<file path="src/rtl/arbiter_requester.sv">
// Per-client request front end for a fixed-priority arbiter: pending counters,
// overflow drop, starvation tracking and a sticky grant-protocol error flag.
module arbiter_requester #(
    parameter int NUM_REQ    = 4,
    parameter int CNT_W      = 3,
    parameter int STARVE_LIM = 15
) (
    input  logic                     clk_i,
    input  logic                     arst_ni,
    input  logic [NUM_REQ-1:0]       push_i,
    input  logic [NUM_REQ-1:0]       gnt_i,
    output logic [NUM_REQ-1:0]       req_o,
    output logic [NUM_REQ-1:0]       full_o,
    output logic [NUM_REQ-1:0]       drop_o,
    output logic [NUM_REQ*CNT_W-1:0] pend_cnt_o,
    output logic [NUM_REQ-1:0]       starve_o,
    output logic                     gnt_err_o
);

    localparam int WCW = $clog2(STARVE_LIM + 1);
    localparam logic [CNT_W-1:0]   CNT_MAX = '1;
    localparam logic [CNT_W-1:0]   CNT_ONE = CNT_W'(1);
    localparam logic [WCW-1:0]     W_LIM   = WCW'(STARVE_LIM);
    localparam logic [WCW-1:0]     W_ONE   = WCW'(1);
    localparam logic [NUM_REQ-1:0] G_ONE   = NUM_REQ'(1);

    logic [NUM_REQ-1:0][CNT_W-1:0] cnt_q, cnt_d;
    logic [NUM_REQ-1:0][WCW-1:0]   wcnt_q, wcnt_d;
    logic                          gnt_err_q, gnt_err_d;
    logic [NUM_REQ-1:0]            consumed;
    logic [NUM_REQ-1:0]            accept;
    logic                          gnt_multi;

    // All client-facing status comes from registered state; only drop_o sees push_i.
    for (genvar g = 0; g < NUM_REQ; g++) begin : g_client
        assign req_o[g]    = (cnt_q[g] != '0);
        assign full_o[g]   = (cnt_q[g] == CNT_MAX);
        assign starve_o[g] = (wcnt_q[g] == W_LIM);
    end

    assign consumed   = gnt_i & req_o;
    assign drop_o     = push_i & full_o & ~consumed;
    assign accept     = push_i & ~drop_o;
    assign pend_cnt_o = cnt_q;
    assign gnt_err_o  = gnt_err_q;
    // x & (x-1) clears the lowest set bit; anything left means more than one grant.
    assign gnt_multi  = |(gnt_i & (gnt_i - G_ONE));

    always_comb begin
        cnt_d     = cnt_q;
        wcnt_d    = wcnt_q;
        gnt_err_d = gnt_err_q | gnt_multi | (|(gnt_i & ~req_o));
        for (int i = 0; i < NUM_REQ; i++) begin
            if (accept[i] && !consumed[i]) begin
                cnt_d[i] = cnt_q[i] + CNT_ONE;
            end else if (consumed[i] && !accept[i]) begin
                cnt_d[i] = cnt_q[i] - CNT_ONE;
            end
            if (!req_o[i] || consumed[i]) begin
                wcnt_d[i] = '0;
            end else if (wcnt_q[i] != W_LIM) begin
                wcnt_d[i] = wcnt_q[i] + W_ONE;
            end
        end
    end

    always_ff @(posedge clk_i or negedge arst_ni) begin
        if (!arst_ni) begin
            cnt_q     <= '0;
            wcnt_q    <= '0;
            gnt_err_q <= 1'b0;
        end else begin
            cnt_q     <= cnt_d;
            wcnt_q    <= wcnt_d;
            gnt_err_q <= gnt_err_d;
        end
    end

endmodule
</file>
<file path="config.mk">
export PLATFORM = sky130hd
export DESIGN_NAME = arbiter_requester
export DESIGN_NICKNAME = d
export VERILOG_FILES = /design/src/rtl/arbiter_requester.sv
export SDC_FILE = /design/constraint.sdc
export NUM_CORES = 1
export LEC_CHECK = 0
export ABC_AREA = 1
export BUFFER_PORTS_ARGS = -buffer_cell sky130_fd_sc_hd__buf_2
export CAP_MARGIN = 20
export CORE_MARGIN = 8
export CORE_UTILIZATION = 54
export CTS_CLUSTER_SIZE = 16
export DETAILED_ROUTE_END_ITERATION = 6
export GPL_ROUTABILITY_DRIVEN = 0
export HOLD_SLACK_MARGIN = 0.12
export PLACE_DENSITY_LB_ADDON = 0.2
export SYNTH_ARGS = -nofsm -noshare
export SYNTH_HDL_FRONTEND = slang
export SYNTH_SLANG_ARGS = --single-unit
</file>
<file path="constraint.sdc">
create_clock -name clk_i -period 1.9 [get_ports clk_i]
set_input_delay 0.19 -clock clk_i [delete_from_list [all_inputs] [get_ports clk_i]]
set_output_delay 0.19 -clock clk_i [all_outputs]
set_load 0.01 [all_outputs]
</file>
==> results of run 1 <==
-- sequential cells by signal (all words and copies together), names as in the netlist --
name	count
gnt_err_o	1
pend_cnt_o	12
wcnt_q	16
-- power groups by stage --
stage / registers, W / clock network, W / logic, W
4_1_cts: 0.00102 / 0.000441 / 0.00160
3_3_place_gp: 0.00102 / 0 / 0.00156
5_1_grt: 0.00104 / 0.000472 / 0.00204
6_report: 0.00101 / 0.000427 / 0.00180
3_5_place_dp: 0.00103 / 0 / 0.00158
2_1_floorplan: 0.00112 / 0 / 0.000942
-- how the worst min path moves through the flow --
stage | slack, ns | cells past startpoint | end
after detailed placement | 0.26 | 1 | pend_cnt_o[2]
final | 0.24 | 4 | wcnt_q[12]
after floorplan | -0.11 | 0 | gnt_err_o
after global placement | 0.26 | 1 | pend_cnt_o[2]
after global routing | 0.25 | 4 | wcnt_q[12]
after CTS | 0.21 | 4 | wcnt_q[12]
-- area by class of cell --
| type | count | area (µm²) |
|---|---|---|
| timing repair buffer | 55 | 320 |
| inverter | 42 | 158 |
| sequential | 29 | 729 |
| tap | 46 | 57.6 |
| clock inverter | 1 | 5.00 |
| multi-input combinational | 141 | 1000 |
| clock buffer | 7 | 65.1 |
| fill | 277 | 947 |
-- per-stage QoR --
step / area [µm²] / power, W / worst slack, ns
after CTS: 2210 / 0.00305 / 0.00300
after floorplan: 1820 / 0.00206 / 0.0134
after global routing: 2340 / 0.00356 / -0.0483
after detailed placement: 2130 / 0.00261 / 0.00786
after global placement: 2130 / 0.00258 / 0.0564
final: 2340 / 0.00325 / 0.0507
-- layout by cell type (no fill, tap or decap), types with 2 or more instances in the layout --
cell       n
clkbuf_8   2
nor3_1     2
or2_1      2
clkbuf_4   5
xor2_1     4
nor3_4     3
nor2_4     3
a21oi_1   11
fa_2       4
buf_4     16
nand2_4    2
a211oi_1   2
dfrtp_2    3
o21bai_1   2
nand4_1    4
inv_2     21
nand3_4    3
o21ai_0    4
nand3_2    6
ha_2       3
nor2_2     5
dfrtp_1   26
nand3_1    9
nor2_1    10
nand2_1   39
o21ai_1    3
nand2_2    8
xnor2_1    4
buf_2     38
ha_1       4
inv_1     21
-- cell families (layout without fill, tap and decap cells) --
group / count (synthesis) / count (layout) / share of synthesized area [%]
AND/OR/NAND/NOR: 98 / 98 / 30.5
AO/OA/AOI/OAI: 23 / 23 / 7.03
XOR/XNOR: 8 / 8 / 3.86
adder cells (fa/ha/maj): 12 / 12 / 9.92
flip-flops: 29 / 29 / 40.0
buffers and inverters: 42 / 105 / 8.68
-- metal layers --
layer	vias up	track usage (%)	share of wire (%)
met2	30	22.5	46
met5	-	0	0
met1	698	18.2	47
li1	793	-	-
met3	7	5.26	5.2
met4	0	6.43	1.6
-- critical path: cells and delay by family, from the launching register on --
family / cells / cell delay, ns
adders and majority gates: 2 / 0.60
DFF: 1 / 0.42
and+or+nand+nor: 5 / 0.39
buffers and inverters: 3 / 0.27
AOI/OAI and AO/OA: 1 / 0.06
-- repair_timing --
item,4_1_cts,5_1_grt
hold buffers,1,0
resized for setup,0,22
endpoints found under the hold margin,29,0
endpoints found under the setup margin,0,7
buffers inserted,0,8
==> impl_metrics.yaml, run 1 <==
run_status:
  status: "finished clean"
global_route:
  antenna_found_initial: 0
  grt_max_degree: 30
  grt.overflow.total: 0
  grt_pass1_vias: 1493
  grt_use_total_pct: 14.7
  grt_pass1_wl_um: 6250
die:
  dieHeight_um: 74.0
  die_w_um: 74.0
  ios: 39
  die_area_mm2: 0.00547
  coreArea_mm2: 0.00328
  start_util_pct: 55.3
  rows: 21
clock_tree:
  clock-sinks: 29
  path_clk_slew_ns: 0.09
  insertion_delay_ns: 0.32
  cts_buffers: 5
  cts.path.max_buffers: 2
  cts_tree: "built"
  root_buffer: "clkbuf_4"
  h-tree-depth: 2
route:
  drc: 0
  num_vias: 1528
  dr.pass1.iters: 4
  viasPerCell: 4.76
  drtIter0Drc: 40
  drt_wl_total_um: 3710
  drtAntennaViolNets: 0
  wl_per_cell_um: 11.6
synth:
  async_reset_ff_share_pct: 100
  syn_area_mm2: 0.00182
  synth.distinct_cells: 25
  yosys.area.top_type: "dfrtp_1"
  synth-seq-cells: 29
  synthTopCellsByArea: "dfrtp_1 40%, nand2_1 8.1%, ha_1 5.5%"
  synth_commonest_cells: "39 x nand2_1, 29 x dfrtp_1, 24 x inv_1, 18 x inv_2"
  synth_edf_count: 0
  seq_area_frac_synth_pct: 40.0
  yosys_most_used_dff: "dfrtp_1"
  yosysMostFrequentCell: "nand2_1"
  ys_warn_count: 0
  synth_nets: 234
  yosysTopAreaCellShare_pct: 40.0
  syn_area_per_cell_um2: 8.56
  syn_inst: 212
min_path:
  hold_class: "primary input to register"
  holdCritStartpoint: "gnt_i[3]"
power_and_ir_drop:
  p_clk_share_pct: 13.1
  vdd_drop_max_mv: 0.847
  power.switching_w: 0.00140
  share_comb_of_total_power_pct: 55.6
  powerDensity_mw_per_mm2: 1390
  internal-power_w: 0.00184
  switching_share_pct: 43.3
  power.share.sequential_pct: 31.3
  p_leak_nw: 1.19
sta:
  post-route-min-period_ns: 1.85
  skew_ns: 0.00645
  fin_tns_setup_ns: 0
  setup_viol: 0
  worst_pin_slew_ns: 0.657
  drv_slew: 0
  period_share_pct: 97.3
  hold_viol: 0
  rsz0062_at_grt: "yes"
  slew_headroom_pct: 56.2
  holdWs_ns: 0.236
  fmax_mhz: 541
worst_setup_path:
  cp_max_fo: 4
  cpMaxStageDelayCell: "fa_2"
  cp-end-kind: "register"
  cpMostUsedCell: "inv_2"
  endpoint: "pend_cnt_o[10]"
  r2r_end: "pend_cnt_o[10]"
  cp-start-kind: "register"
  critPathArrivalTime_ns: 2.07
  reg2reg_setup_slack_ns: 0.05
  r2r-start: "pend_cnt_o[10]"
  startpoint: "pend_cnt_o[10]"
  reg2reg_depth: 11
  max_stage_delay_ns: 0.43
  critPathKind: "register to register"
  crit_chain: "inv_2 > nand3_4 > nand2_4 > nand3_2 > inv_2 > nor2_2 > ha_2 > inv_2 > fa_2 > nand2_1 > o21ai_1"
  worst_ep_required_time_ns: 2.12
placed_design:
  dp.cells: 304
  portBuffers: 38
  hpwl_um: 2850
layout:
  drive_gt1_share_pct: 45.5
  fin_util_pct: 71.2
  syn2layout_area_growth_pct: 28.7
  diodes: 0
  fin_cells: 321
  final_nets: 296
flow_run:
  maxCapViolCount: 0
Note: power is estimated with default switching activity, not from simulation.
==> run 2: changes to the inputs <==
- PLACE_DENSITY_LB_ADDON: 0.2 -> 0.25
==> run 2 against run 1 <==
Global-route usage grew 0.26 points. Total power is 0.24% lower. Setup slack better by 0.0089 ns. Clock power fell by 10%. Maximum frequency increased by 0.49%. Die area stayed put. Count of clock-buffer cells in the layout grew 1. Sequential share of layout area up 0.22 points. Via count is 0.92% lower. Worst hold slack worse by 0.0052 ns. Non-clock buffer count did not move.
==> impl_metrics.yaml, run 2 (same netlist as run 1, synthesis figures left out) <==
run_status:
  status: "finished clean"
clock_tree:
  path_clk_slew_ns: 0.09
  insertion_delay_ns: 0.32
  h-tree-depth: 2
  cts_tree: "built"
  cts.path.max_buffers: 2
  root_buffer: "clkbuf_4"
  clock-sinks: 29
  cts_buffers: 5
global_route:
  grt_pass1_vias: 1463
  antenna_found_initial: 0
  grt_use_total_pct: 15.0
  grt_max_degree: 30
  grt.overflow.total: 0
  grt_pass1_wl_um: 6250
layout:
  final_cell_mix: "38 x nand2_1, 38 x buf_2, 25 x dfrtp_1"
  drive_gt1_share_pct: 46.5
  syn2layout_area_growth_pct: 28.0
  fin_area_mm2: 0.00232
  largest_reg_flops: 16
  largest_register: "wcnt_q"
  diodes: 0
  final_nets: 296
sta:
  post-route-min-period_ns: 1.84
  fmax_mhz: 543
  hold_viol: 0
  drv_slew: 0
  rsz0062_at_grt: "yes"
  worst_pin_slew_ns: 0.645
  setup_viol: 0
  period_share_pct: 96.9
  slew_headroom_pct: 57.0
  skew_ns: 0.00750
  fin_tns_setup_ns: 0
die:
  coreArea_mm2: 0.00328
  start_util_pct: 55.3
  rows: 21
  dieHeight_um: 74.0
  die_area_mm2: 0.00547
  ios: 39
  die_w_um: 74.0
worst_setup_path:
  cp-end-kind: "register"
  cp_max_fo: 4
  worst_ep_required_time_ns: 2.11
  reg2reg_setup_slack_ns: 0.06
  cp-start-kind: "register"
  critPathKind: "register to register"
  critPathArrivalTime_ns: 2.05
placed_design:
  place_area_mm2: 0.00211
  portBuffers: 38
  hpwl_um: 2970
power_and_ir_drop:
  powerDensity_mw_per_mm2: 1390
  p_leak_nw: 1.18
  vdd_drop_max_mv: 0.946
route:
  drtIter0Drc: 44
  dr.pass1.iters: 4
  num_vias: 1514
  drc: 0
  drtAntennaViolNets: 0
  drt_wl_total_um: 3860
  wl_per_cell_um: 12.0
  viasPerCell: 4.72
flow_run:
  maxCapViolCount: 0
min_path:
  hold_class: "primary input to register"
[run 2: cell count changes in the layout (fill, tap and decap cells not counted), moves of 2 or more]
cell      delta
clkbuf_1     +2
nand2_2      +2
nand3_2      +2
nand3_1      -2
o21ai_0      +2
o21ai_1      -2
[run 2: worst max-delay path, cell delays in order, from the launching register on]
cell	delay, ns
dfrtp_1	0.42
inv_2	0.10
nand3_4	0.10
nand2_2	0.06
nand3_2	0.07
inv_2	0.04
nor2_2	0.07
ha_2	0.18
inv_2	0.04
fa_2	0.33
nand2_1	0.08
nand3_1	0.08
xor2_1	0.15
[run 2: per-layer routing]
metal	routed length (µm)	share of wire, %	global-route usage [%]
met4	37	0.96	4.66
met1	1770	46	18.2
met5	0	0	0
met2	1860	48	24.0
met3	200	5.2	5.39
[run 2: report_power, final]
group	internal (W)	total [W]	switching, W
clock network	0.000182	0.000384	0.000201
registers	0.000839	0.00104	0.000198
logic	0.000809	0.00182	0.00101
[run 2: worst paths after layout]
kind / start / end / depth (start not counted)
min in group asynchronous: arst_ni / wcnt_q[4] / 2
hold / removal: gnt_i[3] / gnt_err_o / 5
setup / recovery: pend_cnt_o[10] / pend_cnt_o[11] / 12
setup reg to reg: pend_cnt_o[10] / pend_cnt_o[11] / 12
hold reg to reg: gnt_err_o / gnt_err_o / 2
max in group asynchronous: arst_ni / pend_cnt_o[3] / 2
[run 2: repair_timing]
| action | in CTS | in global routing |
|---|---|---|
| resized for setup | 2 | 21 |
| setup endpoints to repair | 1 | 8 |
| setup buffers | 1 | 9 |
| hold buffers | 1 | 0 |
| pin swaps | 1 | 8 |
| endpoints found under the hold margin | 29 | 0 |
[run 2: cell type report]
type / instances / area (µm²)
Fill cell: 266 / 960
Multi-Input combinational cell: 141 / 1000
Timing Repair Buffer: 55 / 320
Tap cell: 46 / 57.6
Clock buffer: 8 / 58.8
Inverter: 42 / 158
Sequential cell: 29 / 731
[run 2: metrics by stage]
stage	utilization [%]	cells	power (W)	hold WS [ns]	setup WS, ns
after floorplan	-	212	0.00206	-0.106	0.0134
after global placement	64.3	302	0.00254	0.259	0.0312
after detailed placement	64.3	302	0.00259	0.253	-0.0108
after CTS	66.8	312	0.00301	0.222	0.00749
after global routing	70.8	321	0.00351	0.247	-0.106
final	70.8	321	0.00324	0.231	0.0596
